File: config.mk
export PLATFORM = sky130hd
export DESIGN_NAME = branch_predictor_btb
export DESIGN_NICKNAME = d
export VERILOG_FILES = /design/src/rtl/branch_predictor_btb.sv
export SDC_FILE = /design/constraint.sdc
export NUM_CORES = 2
export LEC_CHECK = 0
export CAP_MARGIN = 15
export CORE_MARGIN = 5
export CORE_UTILIZATION = 35
export DETAILED_ROUTE_END_ITERATION = 6
export SYNTH_ARGS = -nofsm -noshare
export SYNTH_HDL_FRONTEND = slang
export SYNTH_SLANG_ARGS = --single-unit
File: constraint.sdc
create_clock -name clk -period 4.6 [get_ports clk]
set_clock_uncertainty 0.15 [all_clocks]
set_input_delay 0.92 -clock clk [delete_from_list [all_inputs] [get_ports clk]]
set_output_delay 0.92 -clock clk [all_outputs]
set_load 0.02 [all_outputs]
File: src/rtl/branch_predictor_btb.sv
// branch_predictor_btb: direct-mapped BTB with bimodal or gshare direction
// prediction, zero-latency fetch lookup and commit-time statistics.
module branch_predictor_btb #(
   parameter int ADDR_W  = 32,
   parameter int INDEX_W = 4,
   parameter int CTR_W   = 2,
   parameter int MODE    = 0,
   parameter int CNT_W   = 16
) (
   input  logic              clk,
   input  logic              bpRst,
   input  logic [ADDR_W-1:0] pcF,
   output logic              hitF,
   output logic              predTakenF,
   output logic [ADDR_W-1:0] predTargetF,
   input  logic              updEn,
   input  logic [ADDR_W-1:0] updPC,
   input  logic              updTaken,
   input  logic [ADDR_W-1:0] updTarget,
   input  logic              updPredTaken,
   input  logic [ADDR_W-1:0] updPredTarget,
   output logic [CNT_W-1:0]  updCnt,
   output logic [CNT_W-1:0]  mispredCnt
);
   localparam int ENTRIES = 1 << INDEX_W;
   localparam int TAG_W   = ADDR_W - INDEX_W - 2;
   localparam logic [CTR_W-1:0] WEAK_T  = CTR_W'(1 << (CTR_W - 1));
   localparam logic [CTR_W-1:0] WEAK_NT = WEAK_T - CTR_W'(1);

   logic              validT [ENTRIES];
   logic [TAG_W-1:0]  tagT   [ENTRIES];
   logic [ADDR_W-1:0] tgtT   [ENTRIES];
   logic [CTR_W-1:0]  ctrT   [ENTRIES];
   logic [CTR_W-1:0]  phtT   [ENTRIES];
   logic [INDEX_W-1:0] ghr;

   logic [INDEX_W-1:0] idxF, idxU, phtU;
   logic [TAG_W-1:0]   tagF, tagU;
   logic [CTR_W-1:0]   ctrF;
   logic               hitU;
   logic               mispred;
   logic               unusedLow;

   function automatic logic [CTR_W-1:0] satStep(
      input logic [CTR_W-1:0] c,
      input logic             up
   );
      if (up)
         return (c == '1) ? c : c + CTR_W'(1);
      return (c == '0) ? c : c - CTR_W'(1);
   endfunction

   assign idxF = pcF[INDEX_W+1:2];
   assign tagF = pcF[ADDR_W-1:INDEX_W+2];
   assign idxU = updPC[INDEX_W+1:2];
   assign tagU = updPC[ADDR_W-1:INDEX_W+2];
   assign phtU = idxU ^ ghr;
   assign unusedLow = ^updPC[1:0];

   // Fetch lookup sees only committed state; no same-cycle bypass.
   assign hitF = validT[idxF] && (tagT[idxF] == tagF);
   assign ctrF = (MODE == 0) ? ctrT[idxF] : phtT[idxF ^ ghr];
   assign predTakenF = hitF && ctrF[CTR_W-1];
   assign predTargetF = predTakenF ? tgtT[idxF] : pcF + ADDR_W'(4);

   assign hitU = validT[idxU] && (tagT[idxU] == tagU);
   assign mispred = (updPredTaken != updTaken) ||
                    (updTaken && updPredTaken &&
                     (updPredTarget != updTarget));

   always_ff @(posedge clk) begin
      if (bpRst) begin
         for (int i = 0; i < ENTRIES; i++) begin
            validT[i] <= 1'b0;
            tagT[i]   <= '0;
            tgtT[i]   <= '0;
            ctrT[i]   <= WEAK_T;
            phtT[i]   <= WEAK_NT;
         end
         ghr        <= '0;
         updCnt     <= '0;
         mispredCnt <= '0;
      end else if (updEn) begin
         if (updTaken) begin
            validT[idxU] <= 1'b1;
            tagT[idxU]   <= tagU;
            tgtT[idxU]   <= updTarget;
         end
         if (MODE == 0) begin
            // A taken miss (new or aliased entry) restarts at weakly taken.
            if (updTaken && !hitU)
               ctrT[idxU] <= WEAK_T;
            else if (hitU)
               ctrT[idxU] <= satStep(ctrT[idxU], updTaken);
         end else begin
            phtT[phtU] <= satStep(phtT[phtU], updTaken);
            ghr        <= {ghr[INDEX_W-2:0], updTaken};
         end
         if (updCnt != '1)
            updCnt <= updCnt + CNT_W'(1);
         if (mispred && (mispredCnt != '1))
            mispredCnt <= mispredCnt + CNT_W'(1);
      end
   end
endmodule

==> results.sh <==
export IMPL_reg2reg_depth=8
export IMPL_cp_slowest_stage_delay_ns=0.49
export IMPL_rsz0062_at_grt="yes"
export IMPL_fin_crit_sh_pct=110.9
export IMPL_first_pass_iters=6
export IMPL_critPathMaxFanout=7
export IMPL_htree_levels=3
export IMPL_synth_cells=3560
export IMPL_ys_dominant_reg_cell="edfxtp_1"
export IMPL_r2r_end="ctrT[6][1]$_SDFFCE_PN1P_"
export IMPL_worst_setup_path_end_kind="output port"
export IMPL_fp_row_count=141
export IMPL_finalHoldViolCount=0
export IMPL_core_area_mm2=0.1473
export IMPL_drcViolationCount=0
export IMPL_root_buffer="clkbuf_16"
export IMPL_clkSlewWorstSetupHoldPaths_ns=0.06
export IMPL_synth_distinct_cells=79
export IMPL_dieArea_mm2=0.1554
export IMPL_final_max_slew_viol_count=0
export IMPL_final_setup_viol_count=34
export IMPL_crit_chain="buf_16 > buf_12 > buf_12 > buf_12 > mux4_2 > mux2i_1 > mux2i_2 > xnor2_1 > nor4b_4 > buf_4 > nand4_4 > buf_12 > buf_12 > buf_6 > mux2_4 > buf_6"
export IMPL_grt_max_degree=161
export IMPL_fin_cells=6070
export IMPL_synth_edf_count=960
export IMPL_critPathLaunchType="input pin"
export IMPL_synth_nets=3697
export IMPL_cp_depth=16
export IMPL_worst_pin_slew_ns=1.110
export IMPL_routedWlPerCell_um=32.12
export IMPL_drt_total_wl_um=195000
export IMPL_slowest_stage="mux4_2"
export IMPL_hold_end="validT[9]$_DFF_P_"
export IMPL_cp_data_required_time_ns=3.53
export IMPL_nets=4178
export IMPL_synth_warning_count=0
export IMPL_cts_tree="yes"
export IMPL_clockBufferDepth=3
export IMPL_start_util_pct=35.07
export IMPL_drt_initial_drc_count=4963
export IMPL_syn_to_final_growth_pct=23.60
export IMPL_cpLargestDelayFamily="buffers and inverters"
export IMPL_maxSlewHeadroom_pct=25.35
export IMPL_grt_overflow=0
export IMPL_track_usage_pct=24.45
export IMPL_violations="negative setup slack"
export IMPL_arrival_ns=4.03
export IMPL_io_buffers=196
export IMPL_worstHoldStart="validT[9]$_DFF_P_"
export IMPL_insertion_delay_ns=0.77
export IMPL_synth_seq_area_share_pct=57.66
export IMPL_min_period_ns=5.101
export IMPL_fp_dieH_um=394.2
export IMPL_dpl_cell_count=5829
export IMPL_cts_inserted_buffers=111
export IMPL_grt_pass1_vias=34860
export IMPL_holdBufCountCts=0
export IMPL_die_width_um=394.2
export IMPL_p_leak_nw=22.43
export IMPL_drive_above_1_share_pct=29.45
export IMPL_syn_area_per_cell_um2=14.51
export IMPL_hpwlAfterDp_um=125100
export IMPL_final_core_util_pct=43.35
export IMPL_clkSinkCount=1008
export IMPL_r2r_start="tagT[11][11]$_SDFFCE_PN0P_"
export IMPL_ff2ff_setup_slack_ns=0.73
export IMPL_ys_seq_elements=1008
export IMPL_holdPathStages=1
export IMPL_crit_buf_inv=9
export IMPL_grt_pass1_wl_um=272200
export IMPL_async_flop_share_pct=0
export IMPL_antenna_found_initial=13
export IMPL_vdd_drop_max_mv=0.3439
export IMPL_drv_cap=0
export IMPL_gp_congestion=0.9837
export IMPL_drtAntennaViolNets=0
export IMPL_dr_total_vias=35380
export IMPL_clock_fmax_mhz=196.0
export IMPL_status="complete, but fails checks"
export IMPL_critical_path_class="input pin to output port"
export IMPL_worst_slack_ns=-0.5009
export IMPL_io_pins=199
export IMPL_synth_area_mm2=0.05166
export IMPL_hp_class="flip-flop to flip-flop"
export IMPL_crit_path_frequent_cell="buf_12"
export IMPL_viasPerCell=5.829
export IMPL_power_density_mw_per_mm2=357.3
-- what timing repair did --
item | in CTS | in global routing
cloned | 7 | 2
gates resized for setup | 250 | 56
buffers inserted | 22 | 3
setup endpoints to repair | 34 | 34
pin swaps | 28 | 10
-- cells by family after synthesis --
logic type | after synthesis | synth area share (%)
XOR/XNOR | 117 | 1.983
buffers and inverters | 394 | 3.485
multiplexers | 542 | 19.49
AND/OR/NAND/NOR | 1280 | 14.29
adder cells (fa/ha/maj) | 6 | 0.1356
flip-flops | 1008 | 57.66
AO/OA/AOI/OAI | 213 | 2.952
-- cells in the final DEF (no fill, tap or decap), drive strengths merged, types with 13 or more instances in the layout --
cell type,synthesis,final
mux2,45,45
mux4,358,358
mux2i,139,139
buf,95,544
nand4,28,28
o22ai,16,16
nor4,29,29
nor2b,13,13
xor2,23,23
a21oi,32,32
xnor2,94,94
a21o,17,17
nor3,189,189
clkdlybuf4s50,0,154
or3,14,14
dfxtp,48,48
o21ai,30,30
and2,762,762
clkbuf,237,126
clkinv,6,63
inv,56,59
or4,19,19
a22oi,25,25
edfxtp,960,960
o31ai,19,19
nor2,97,97
nand3,27,27
nand2,73,73
-- state kept, by name, summed over array words and instances (netlist names) --
signal / count
tgtT: 512
tagT: 416
ctrT: 32
mispredCnt: 16
updCnt: 16
validT: 16
-- layout make-up --
| class | instances | area, um2 |
|---|---|---|
| clock buffers | 124 | 2826 |
| diodes | 8 | 20.02 |
| multi-input cells | 2158 | 20640 |
| flip-flops and latches | 1008 | 29790 |
| inverters | 62 | 275.3 |
| fillers | 13100 | 83460 |
| well taps | 1930 | 2415 |
| clock inverters | 80 | 804.5 |
| repair buffers | 700 | 7079 |
-- where the power goes --
part | leakage, nW | total [mW] | switching, mW | internal [mW]
clock network | 1.74 | 8.97 | 3.96 | 5.01
registers | 9.49 | 10.7 | 0.197 | 10.5
logic | 11.2 | 3.15 | 1.75 | 1.40
total | 22.4 | 22.8 | 5.91 | 16.9
-- worst max-delay path by stage --
stage | startpoint | endpoint
after CTS | pcF[3] | predTargetF[8]
after global routing | pcF[3] | predTargetF[21]
after detailed placement | pcF[3] | predTargetF[2]
after floorplan | pcF[3] | predTargetF[15]
after global placement | pcF[2] | predTargetF[18]
final | pcF[3] | predTargetF[19]
-- metal layers --
metal  vias up  global-route usage, %  part of all wire [%]
met1     18320                  34.53                    40
met3       331                  5.585                    11
met4         2                  8.028                   3.7
li1      14510                      -                     -
met2      2219                  37.52                    45
met5         -                      0                0.0077
-- through the flow --
stage                     cell area, um2  setup WS (ns)  TNS (ns)  total power, mW  hold WS [ns]
after floorplan                    51770      -0.003356  -0.05370            12.30        0.2883
after global placement             59220         -1.031    -34.72            13.84        0.3063
after detailed placement           59220         -1.118    -36.35            13.85        0.3095
after CTS                          63590        -0.4612    -12.98            22.83        0.3230
after global routing               63830        -0.5850    -15.81            23.43        0.3353
final                              63850        -0.5009    -12.92            22.81        0.3231
-- Yosys cell counts (32+ instances only) --
cell,count,area share (%)
edfxtp_1,960,56
and2_1,760,9.2
mux4_2,358,16
clkbuf_1,237,1.7
nor3_1,189,1.8
mux2i_1,139,2.7
nor2_1,96,0.70
xnor2_1,94,1.6
nand2_1,73,0.53
inv_1,54,0.39
dfxtp_1,48,1.9
buf_2,43,0.42
a21oi_1,32,0.31
-- worst register-to-register path: cells and delay by family (launching register included) --
family          cells  cell delay, ns
mux                 2            1.20
simple gates        3            1.12
buf+inv             1            0.21
flops               1            0.40
compound gates      2            0.49
Power figures use the tool's default switching activity.
